### src/rtl/float_pkg.sv
// Shared types and helpers for the float unpack arbiter and its unpack stage.
// Holds the width helpers, the arbiter state enum and the round-robin pick function.
package float_pkg;

    localparam int RR_MAX = 32;

    function automatic int float_width(input int exp_w, input int man_w);
        return exp_w + man_w + 1;
    endfunction

    function automatic int id_width(input int n);
        return (n <= 1) ? 1 : $clog2(n);
    endfunction

    typedef enum logic {
        ARB_IDLE,
        ARB_LOCKED
    } arb_state_t;

    // Nearest valid requester after ptr (wrapping); -1 when nothing is valid.
    // Scanning from the farthest position lets the nearest hit overwrite the rest.
    function automatic int rr_pick(input logic [RR_MAX-1:0] valid, input int ptr, input int n);
        int idx;
        int pick;
        pick = -1;
        for (int k = RR_MAX; k >= 1; k--) begin
            if (k <= n) begin
                idx = (ptr + k) % n;
                if (valid[idx]) begin
                    pick = idx;
                end
            end
        end
        return pick;
    endfunction

endpackage

### src/rtl/float_break.sv
// Splits a packed float into sign, widened exponent and fixed-point mantissa.
// Purely combinational, no backpressure; subnormals take exponent 1 with no hidden bit.
module float_break
    import float_pkg::*;
#(
    parameter int EXP_WIDTH = 8,
    parameter int MAN_WIDTH = 23
) (
    input  logic [float_width(EXP_WIDTH, MAN_WIDTH)-1:0] word,
    output logic                                         sign,
    output logic [EXP_WIDTH+1:0]                         exp,
    output logic [MAN_WIDTH+2:0]                         man
);

    localparam int FW = float_width(EXP_WIDTH, MAN_WIDTH);

    logic [EXP_WIDTH-1:0] exp_field;
    logic [MAN_WIDTH-1:0] frac;
    logic                 hidden;

    assign exp_field = word[FW-2 -: EXP_WIDTH];
    assign frac      = word[MAN_WIDTH-1:0];
    assign hidden    = |exp_field;

    assign sign = word[FW-1];
    assign exp  = hidden ? {2'b00, exp_field} : (EXP_WIDTH+2)'(1);
    assign man  = {2'b00, hidden, frac};

endmodule

### src/rtl/float_unpack_arbiter.sv
// Round-robin arbiter with burst lock feeding one shared float unpack stage.
// Latency 1 cycle accept-to-out_valid; 1 element/cycle with out_ready high.
// req_ready drops when the output register is full and out_ready is low.
module float_unpack_arbiter
    import float_pkg::*;
#(
    parameter int EXP_WIDTH = 8,
    parameter int MAN_WIDTH = 23,
    parameter int NUM_REQ   = 4
) (
    input  logic                                                 clk,
    input  logic                                                 reset_n,
    input  logic [NUM_REQ-1:0]                                   req_valid,
    input  logic [NUM_REQ-1:0]                                   req_last,
    input  logic [NUM_REQ*float_width(EXP_WIDTH, MAN_WIDTH)-1:0] req_data,
    output logic [NUM_REQ-1:0]                                   req_ready,
    output logic                                                 out_valid,
    input  logic                                                 out_ready,
    output logic                                                 out_sign,
    output logic [EXP_WIDTH+1:0]                                 out_exp,
    output logic [MAN_WIDTH+2:0]                                 out_man,
    output logic [id_width(NUM_REQ)-1:0]                         out_id,
    output logic                                                 out_first,
    output logic                                                 out_last
);

    localparam int FW = float_width(EXP_WIDTH, MAN_WIDTH);
    localparam int IW = id_width(NUM_REQ);

    arb_state_t           state;
    arb_state_t           state_nxt;
    logic [IW-1:0]        rr_ptr;
    logic [IW-1:0]        lock_id;
    logic [IW-1:0]        grant;
    logic                 grant_valid;
    logic                 can_accept;
    logic                 accept;
    logic                 grant_last;
    logic [RR_MAX-1:0]    valid_ext;
    int                   pick;
    logic [FW-1:0]        grant_data;
    logic                 brk_sign;
    logic [EXP_WIDTH+1:0] brk_exp;
    logic [MAN_WIDTH+2:0] brk_man;

    assign can_accept = !out_valid || out_ready;
    assign valid_ext  = RR_MAX'(req_valid);
    assign pick       = rr_pick(valid_ext, int'(rr_ptr), NUM_REQ);
    assign accept     = can_accept && grant_valid;
    assign grant_last = req_last[grant];
    assign grant_data = req_data[grant*FW +: FW];

    always_ff @(posedge clk or negedge reset_n) begin
        if (!reset_n) begin
            state   <= ARB_IDLE;
            rr_ptr  <= IW'(NUM_REQ - 1);
            lock_id <= '0;
        end else begin
            state <= state_nxt;
            if (accept && state == ARB_IDLE) begin
                rr_ptr <= grant;
                if (!grant_last) begin
                    lock_id <= grant;
                end
            end
        end
    end

    always_comb begin
        state_nxt = state;
        case (state)
            ARB_IDLE:   if (accept && !grant_last) state_nxt = ARB_LOCKED;
            ARB_LOCKED: if (accept && grant_last)  state_nxt = ARB_IDLE;
            default:    state_nxt = ARB_IDLE;
        endcase
    end

    // Grant depends only on valids, state and pointer, never on data or last.
    always_comb begin
        grant       = '0;
        grant_valid = 1'b0;
        req_ready   = '0;
        if (state == ARB_LOCKED) begin
            grant       = lock_id;
            grant_valid = req_valid[lock_id];
        end else if (pick >= 0) begin
            grant       = IW'(pick);
            grant_valid = 1'b1;
        end
        if (accept) begin
            req_ready[grant] = 1'b1;
        end
    end

    float_break #(
        .EXP_WIDTH (EXP_WIDTH),
        .MAN_WIDTH (MAN_WIDTH)
    ) u_break (
        .word (grant_data),
        .sign (brk_sign),
        .exp  (brk_exp),
        .man  (brk_man)
    );

    always_ff @(posedge clk or negedge reset_n) begin
        if (!reset_n) begin
            out_valid <= 1'b0;
            out_sign  <= 1'b0;
            out_exp   <= '0;
            out_man   <= '0;
            out_id    <= '0;
            out_first <= 1'b0;
            out_last  <= 1'b0;
        end else if (accept) begin
            out_valid <= 1'b1;
            out_sign  <= brk_sign;
            out_exp   <= brk_exp;
            out_man   <= brk_man;
            out_id    <= grant;
            out_first <= (state == ARB_IDLE);
            out_last  <= grant_last;
        end else if (out_ready) begin
            out_valid <= 1'b0;
        end
    end

endmodule

### config.mk
export PLATFORM = sky130hd
export DESIGN_NAME = float_unpack_arbiter
export DESIGN_NICKNAME = d
export VERILOG_FILES = /design/src/rtl/float_pkg.sv /design/src/rtl/float_break.sv /design/src/rtl/float_unpack_arbiter.sv
export SDC_FILE = /design/constraint.sdc
export NUM_CORES = 1
export LEC_CHECK = 0
export BUFFER_PORTS_ARGS = -buffer_cell sky130_fd_sc_hd__buf_4
export CAP_MARGIN = 10
export CELL_PAD_IN_SITES_DETAIL_PLACEMENT = 1
export CELL_PAD_IN_SITES_GLOBAL_PLACEMENT = 1
export CORE_MARGIN = 10
export CORE_UTILIZATION = 34
export CTS_CLUSTER_DIAMETER = 120
export CTS_CLUSTER_SIZE = 10
export DETAILED_ROUTE_END_ITERATION = 10
export PLACE_DENSITY_LB_ADDON = 0.1
export SLEW_MARGIN = 10
export SYNTH_ARGS = -nofsm -noshare
export SYNTH_HDL_FRONTEND = slang
export SYNTH_HIERARCHICAL = 1
export SYNTH_SLANG_ARGS = --single-unit
### constraint.sdc
create_clock -name clk -period 4.8 [get_ports clk]
set_clock_uncertainty 0.1 [all_clocks]
set_input_delay 0.96 -clock clk [delete_from_list [all_inputs] [get_ports clk]]
set_output_delay 0.96 -clock clk [all_outputs]
set_load 0.05 [all_outputs]
Yosys cells after proc, flatten, opt, wreduce, memory -nomap -nowiden
Cells that the tools add are included.
{"block": "classes", "n_reduce_logical": 15, "bitwise": 6, "n_lt_le_gt_ge": 8, "shift": 1, "addsub": 4, "mux": 33}
{"cell": "two-way mux 32 bit", "count": 4}
{"cell": "variable part select 128 x 8 -> 32 bit", "count": 1}
{"cell": ">= comparator 32 x 1 -> 1 bit, second input constant", "count": 1}
{"cell": "less-than comparator 3 x 7 -> 1 bit, second input constant", "count": 4}
{"cell": "two-way mux 1 bit", "count": 17}
{"cell": "binary-select mux 1 bit (select 3 bit)", "count": 4}
{"cell": "two-way mux 8 bit", "count": 1}
{"cell": "OR reduction 2 bit", "count": 4}
{"cell": "OR reduction 8 bit", "count": 1}
{"cell": "less-than comparator 2 x 3 -> 1 bit, second input constant", "count": 2}
{"cell": "logical AND 1 bit", "count": 5}
{"cell": "adder 2 x 1 -> 2 bit, second input constant", "count": 2}
{"cell": "adder 2 bit, second input constant", "count": 2}
{"cell": "bitwise AND 1 bit, first input constant", "count": 4}
{"cell": "binary-select mux 1 bit (select 2 bit)", "count": 2}
{"cell": "two-way mux 2 bit", "count": 2}
{"cell": "two-way mux 4 bit", "count": 1}
{"cell": "demux 1 bit (select 2 bit)", "count": 1}
{"cell": ">= comparator 2 x 1 -> 1 bit, second input constant", "count": 1}
{"cell": "zero test 1 bit", "count": 2}
{"cell": "NOT 1 bit", "count": 2}
{"cell": "case mux 1 bit (2 select lines)", "count": 1}
{"cell": "AND reduction 2 bit", "count": 1}
{"cell": "nonzero test 2 bit", "count": 1}
{"cell": "logical OR 1 bit", "count": 1}
{"block": "totals", "out_inout_bits": 46, "ff_bits": 45, "word_cells": 77, "inputBits": 139}

Depth between registers and ports, before layout
{"block": "depth", "ltp_word": 19, "depth_mapped": 14, "ltp_nobuf": 10}

Hierarchy
The synthesis kept the hierarchy.
{"module": "float_unpack_arbiter", "area_each_um2": 3032.9, "instances": 1, "cells_each": 329}
{"module": "float_break", "area_each_um2": 280.3, "instances": 1, "cells_each": 41}

Worst setup path after synthesis
Ideal clock, no wire load.
{"block": "synth_path", "path_kind": "input to output", "startpoint": "in req_valid[0]", "endpoint": "out req_ready[0]", "path_buffers": 2, "setup_slack_ps": 1137, "required_time_ps": 3740, "cell_stages": 7, "arrival_time_ps": 2603, "cell_sequence": "nor2b_1 -> a21oi_1 -> o31ai_1 -> o21ai_1 -> buf_2 -> buf_2 -> nor2_1"}
{"block": "synth_between", "elab_chain_cells": 15}
{"element": "start, declared", "line": "float_unpack_arbiter.sv:13", "source": "input logic [NUM_REQ-1:0] req_valid,"}
{"element": "binary-select mux 1 bit (select 3 bit)", "line": "float_pkg.sv:29", "source": "if (valid[idx]) begin"}
{"element": "two-way mux 1 bit (implied by the code) (2 in series)", "line": "float_pkg.sv:29"}
{"element": "two-way mux 32 bit (4 in series)", "line": "float_pkg.sv:29"}
{"element": ">= comparator 32 x 1 -> 1 bit", "line": "float_unpack_arbiter.sv:86", "source": "end else if (pick >= 0) begin"}
{"element": "two-way mux 2 bit", "line": "float_unpack_arbiter.sv:86"}
{"element": "two-way mux 2 bit", "line": "float_unpack_arbiter.sv:83", "source": "if (state == ARB_LOCKED) begin"}
{"element": "less-than comparator 2 x 3 -> 1 bit (implied by the code) / >= comparator 2 x 1 -> 1 bit (equally long branches)", "line": "float_unpack_arbiter.sv:91", "source": "req_ready[grant] = 1'b1;"}
{"element": "logical AND 1 bit (implied by the code)", "line": "float_unpack_arbiter.sv:91"}
{"element": "two-way mux 1 bit (implied by the code)", "line": "float_unpack_arbiter.sv:91"}
{"element": "demux 1 bit (select 2 bit)", "line": "float_unpack_arbiter.sv:91"}
{"element": "two-way mux 4 bit *", "line": "float_unpack_arbiter.sv:90", "source": "if (accept) begin"}
{"element": "end, declared", "line": "float_unpack_arbiter.sv:16", "source": "output logic [NUM_REQ-1:0] req_ready,"}
Mark *: on every way between the ends. The rest lies on a longest branch, timed or not. The select of a mux whose other input is x is not followed.

Worst setup path in the final report
{"block": "layout_path", "startpoint": "in req_valid[3]", "endpoint": "out req_ready[2]"}
Same word-level chain as after synthesis.

==> results.toml <==
[grt]
top_usage_layer = "met2"
met2_usage_pct = 28.2
grt_pass1_wl_mm = 19.1
grtUsageMet3_pct = 5.43
antenna_found_initial = 0
grt_pass1_vias = 3359
grt_usage_pct = 16.3
grtUsageMet1_pct = 19.5
grt-ovfl-total = 0
grt_max_degree = 48

[clock_network]
postCtsHoldBufs = 0
cts_buffer_depth = 2
root_buffer = "clkbuf_8"
cts_buffers = 5
ctsResizeCount = 0
clock_sinks = 47
cts.clk_slew.worst_paths_ns = 0.09
cts_tree = "built"
insertion_delay_ns = 0.29
htree_levels = 2
post-cts-setup-buffer-count = 0

[route]
antenna_left = 0
drcViolationCount = 0
drtIter0Drc = 168
drt_wl_total_mm = 12.1
dr.pass1.iters = 4
num_vias = 3151
drt-wirelength-per-cell_um = 19.0
via_per_inst = 4.95

[synthesis]
synth_edf_count = 0
synth_common_cells = "nand2_1, dfrtp_1, mux2_2"
yosys.cell_count.top_type = "nand2_1"
yosysTopAreaCellShare_pct = 34.0
ys_seq_elements = 47
post-synth-top-area-cell = "dfrtp_1"
synthCells = 370
netlist_area_um2 = 3310
synth_area_per_cell_um2 = 8.95
yosysWarningCount = 6
async_flop_share_pct = 100
synth.area.top_cells = "dfrtp_1, mux2_2, nand2_1"
synth_cell_type_count = 38
ys_seq_area_share_pct = 35.6
synthFlopType = "dfrtp_1"

[pwr]
seqPwrFrac_pct = 20.0
switching_power_mw = 1.92
max-vdd-ir-drop_v = 0.000312
comb_power_share_pct = 73.3
power.share.clock_pct = 6.7
p_int_mw = 1.69
power.share.switching_pct = 53.1
cellPowerDensity_nw_per_um2 = 780
power.leakage_nw = 2.11

[critical_path]
cp-start-kind = "input pin"
cp_max_fo = 17
ff2ff_path_depth = 10
path_class = "in -> out"
startpoint = "req_valid[3]"
reg2reg_from = "rr_ptr[1]"
arrival_ns = 2.77
cp-end-kind = "output pin"
cp.required_ns = 3.74

[floorplan]
die_area_um2 = 14100
fp.coreArea_um2 = 9370
start_util_pct = 35.4
fp.dieH_um = 119
ioPinCount = 185
placementRows = 35
fp.dieW_um = 119

[min_path]
hold_start = "out_man[19]"
hold_path_depth = 1
hp-class = "reg -> reg"

[timing]
slew_headroom_pct = 41.9
max_freq_mhz = 261
finalSetupViolations = 0
finalSetupTns_ns = 0
worstMarginPinSlew_ns = 0.866
timing.final.crit_share_pct = 79.8
finalHoldViolCount = 0
fin_crit_ns = 3.83
rsz0062_at_grt = "no"
drv_slew = 0

[final_layout]
fill_cells = 1182
final_cells = 636
area_delta_synth_final_pct = 39.7
drive_gt1_share_pct = 49.3
fin_util_pct = 49.4
nets = 645
diodes = 0

[placed_design]
gp_congestion = 0.851
dpl.cell_count = 628
dp_hpwl_mm = 9.49
port_buffers = 184

[run_status]
status = "complete, no violations"

[flow_run]
cap_violations = 0
==> kinds of logic (layout without fill, tap and decap cells) <==
logic type,after synthesis,count (layout),share of synthesized area (%)
simple gates,125,125,18.1
compound gates,86,86,17.8
buf+inv,66,200,12.1
flops,47,47,35.6
mux,45,45,16.4
other cells,1,4,0.113
==> flip-flops by register name (all words and copies together), names as in the netlist, named ones only <==
name	count
out_man	26
out_exp	10
lock_id	2
out_id	2
rr_ptr	2
out_first	1
out_last	1
out_sign	1
out_valid	1
==> through the flow <==
| stage | worst slack, ns | hold slack [ns] | cell area (µm²) | power [mW] |
|---|---|---|---|---|
| after CTS | 0.935 | 0.418 | 4630 | 3.67 |
| after floorplan | 1.14 | 0.407 | 3320 | 2.96 |
| final | 0.971 | 0.413 | 4630 | 3.61 |
| after detailed placement | 0.956 | 0.397 | 4540 | 3.42 |
| after global routing | 0.811 | 0.426 | 4630 | 3.90 |
| after global placement | 1.06 | 0.392 | 4540 | 3.35 |
==> cell type report <==
cell class | count | area, µm² | share of cell area, %
Clock inverter | 3 | 20.0 | 0.433
Clock buffer | 5 | 68.8 | 1.49
Tap cell | 129 | 161 | 3.49
Multi-Input combinational cell | 260 | 1760 | 38.1
Timing Repair Buffer | 190 | 1430 | 30.8
Sequential cell | 47 | 1180 | 25.5
Inverter | 2 | 7.51 | 0.162
==> power groups by stage <==
stage	Sequential [mW]	Clock [mW]	Combinational [mW]
after floorplan	1.33	0	1.62
after global routing	0.751	0.271	2.87
final	0.721	0.241	2.65
after CTS	0.723	0.254	2.69
after global placement	0.722	0	2.63
after detailed placement	0.731	0	2.69
==> worst paths after layout <==
check	to	slack, ns
worst max-delay path	req_ready[2]	0.97
worst min-delay path	out_man[19]	0.41
worst max register to register	out_exp[0]	1.69
worst min register to register	out_man[19]	0.41
max in group asynchronous	lock_id[0]	3.60
min in group asynchronous	out_man[9]	0.58
==> per-layer routing <==
metal,share of wire [%],up-vias
li1,-,1528
met1,42,1512
met2,50,107
met3,7.0,4
met4,0.67,0
met5,0,-
==> critical path: stages <==
cell,delay (ns)
buf_4,0.13
nor2b_1,0.17
a21oi_1,0.07
o31ai_1,0.55
o21a_2,0.47
and3_1,0.21
buf_4,0.20
==> placed cells by master (no fill, tap or decap), drive strengths merged <==
| master | n |
|---|---|
| dfstp | 2 |
| clkbuf | 5 |
| o21ai | 4 |
| nand3b | 2 |
| nor3 | 1 |
| conb | 4 |
| dfrtp | 45 |
| buf | 190 |
| a211oi | 33 |
| and2 | 34 |
| inv | 2 |
| mux2i | 4 |
| a21oi | 8 |
| nand2b | 6 |
| o31ai | 1 |
| mux4 | 1 |
| o311a | 1 |
| o22a | 1 |
| nand2 | 69 |
| clkinvlp | 2 |
| mux2 | 40 |
| a31oi | 32 |
| nor4 | 1 |
| o2bb2ai | 1 |
| nor2 | 8 |
| nor2b | 2 |
| a21o | 2 |
| and3 | 2 |
| a22oi | 1 |
| o21a | 2 |
| clkinv | 1 |
(Power assumes the default switching activity.)
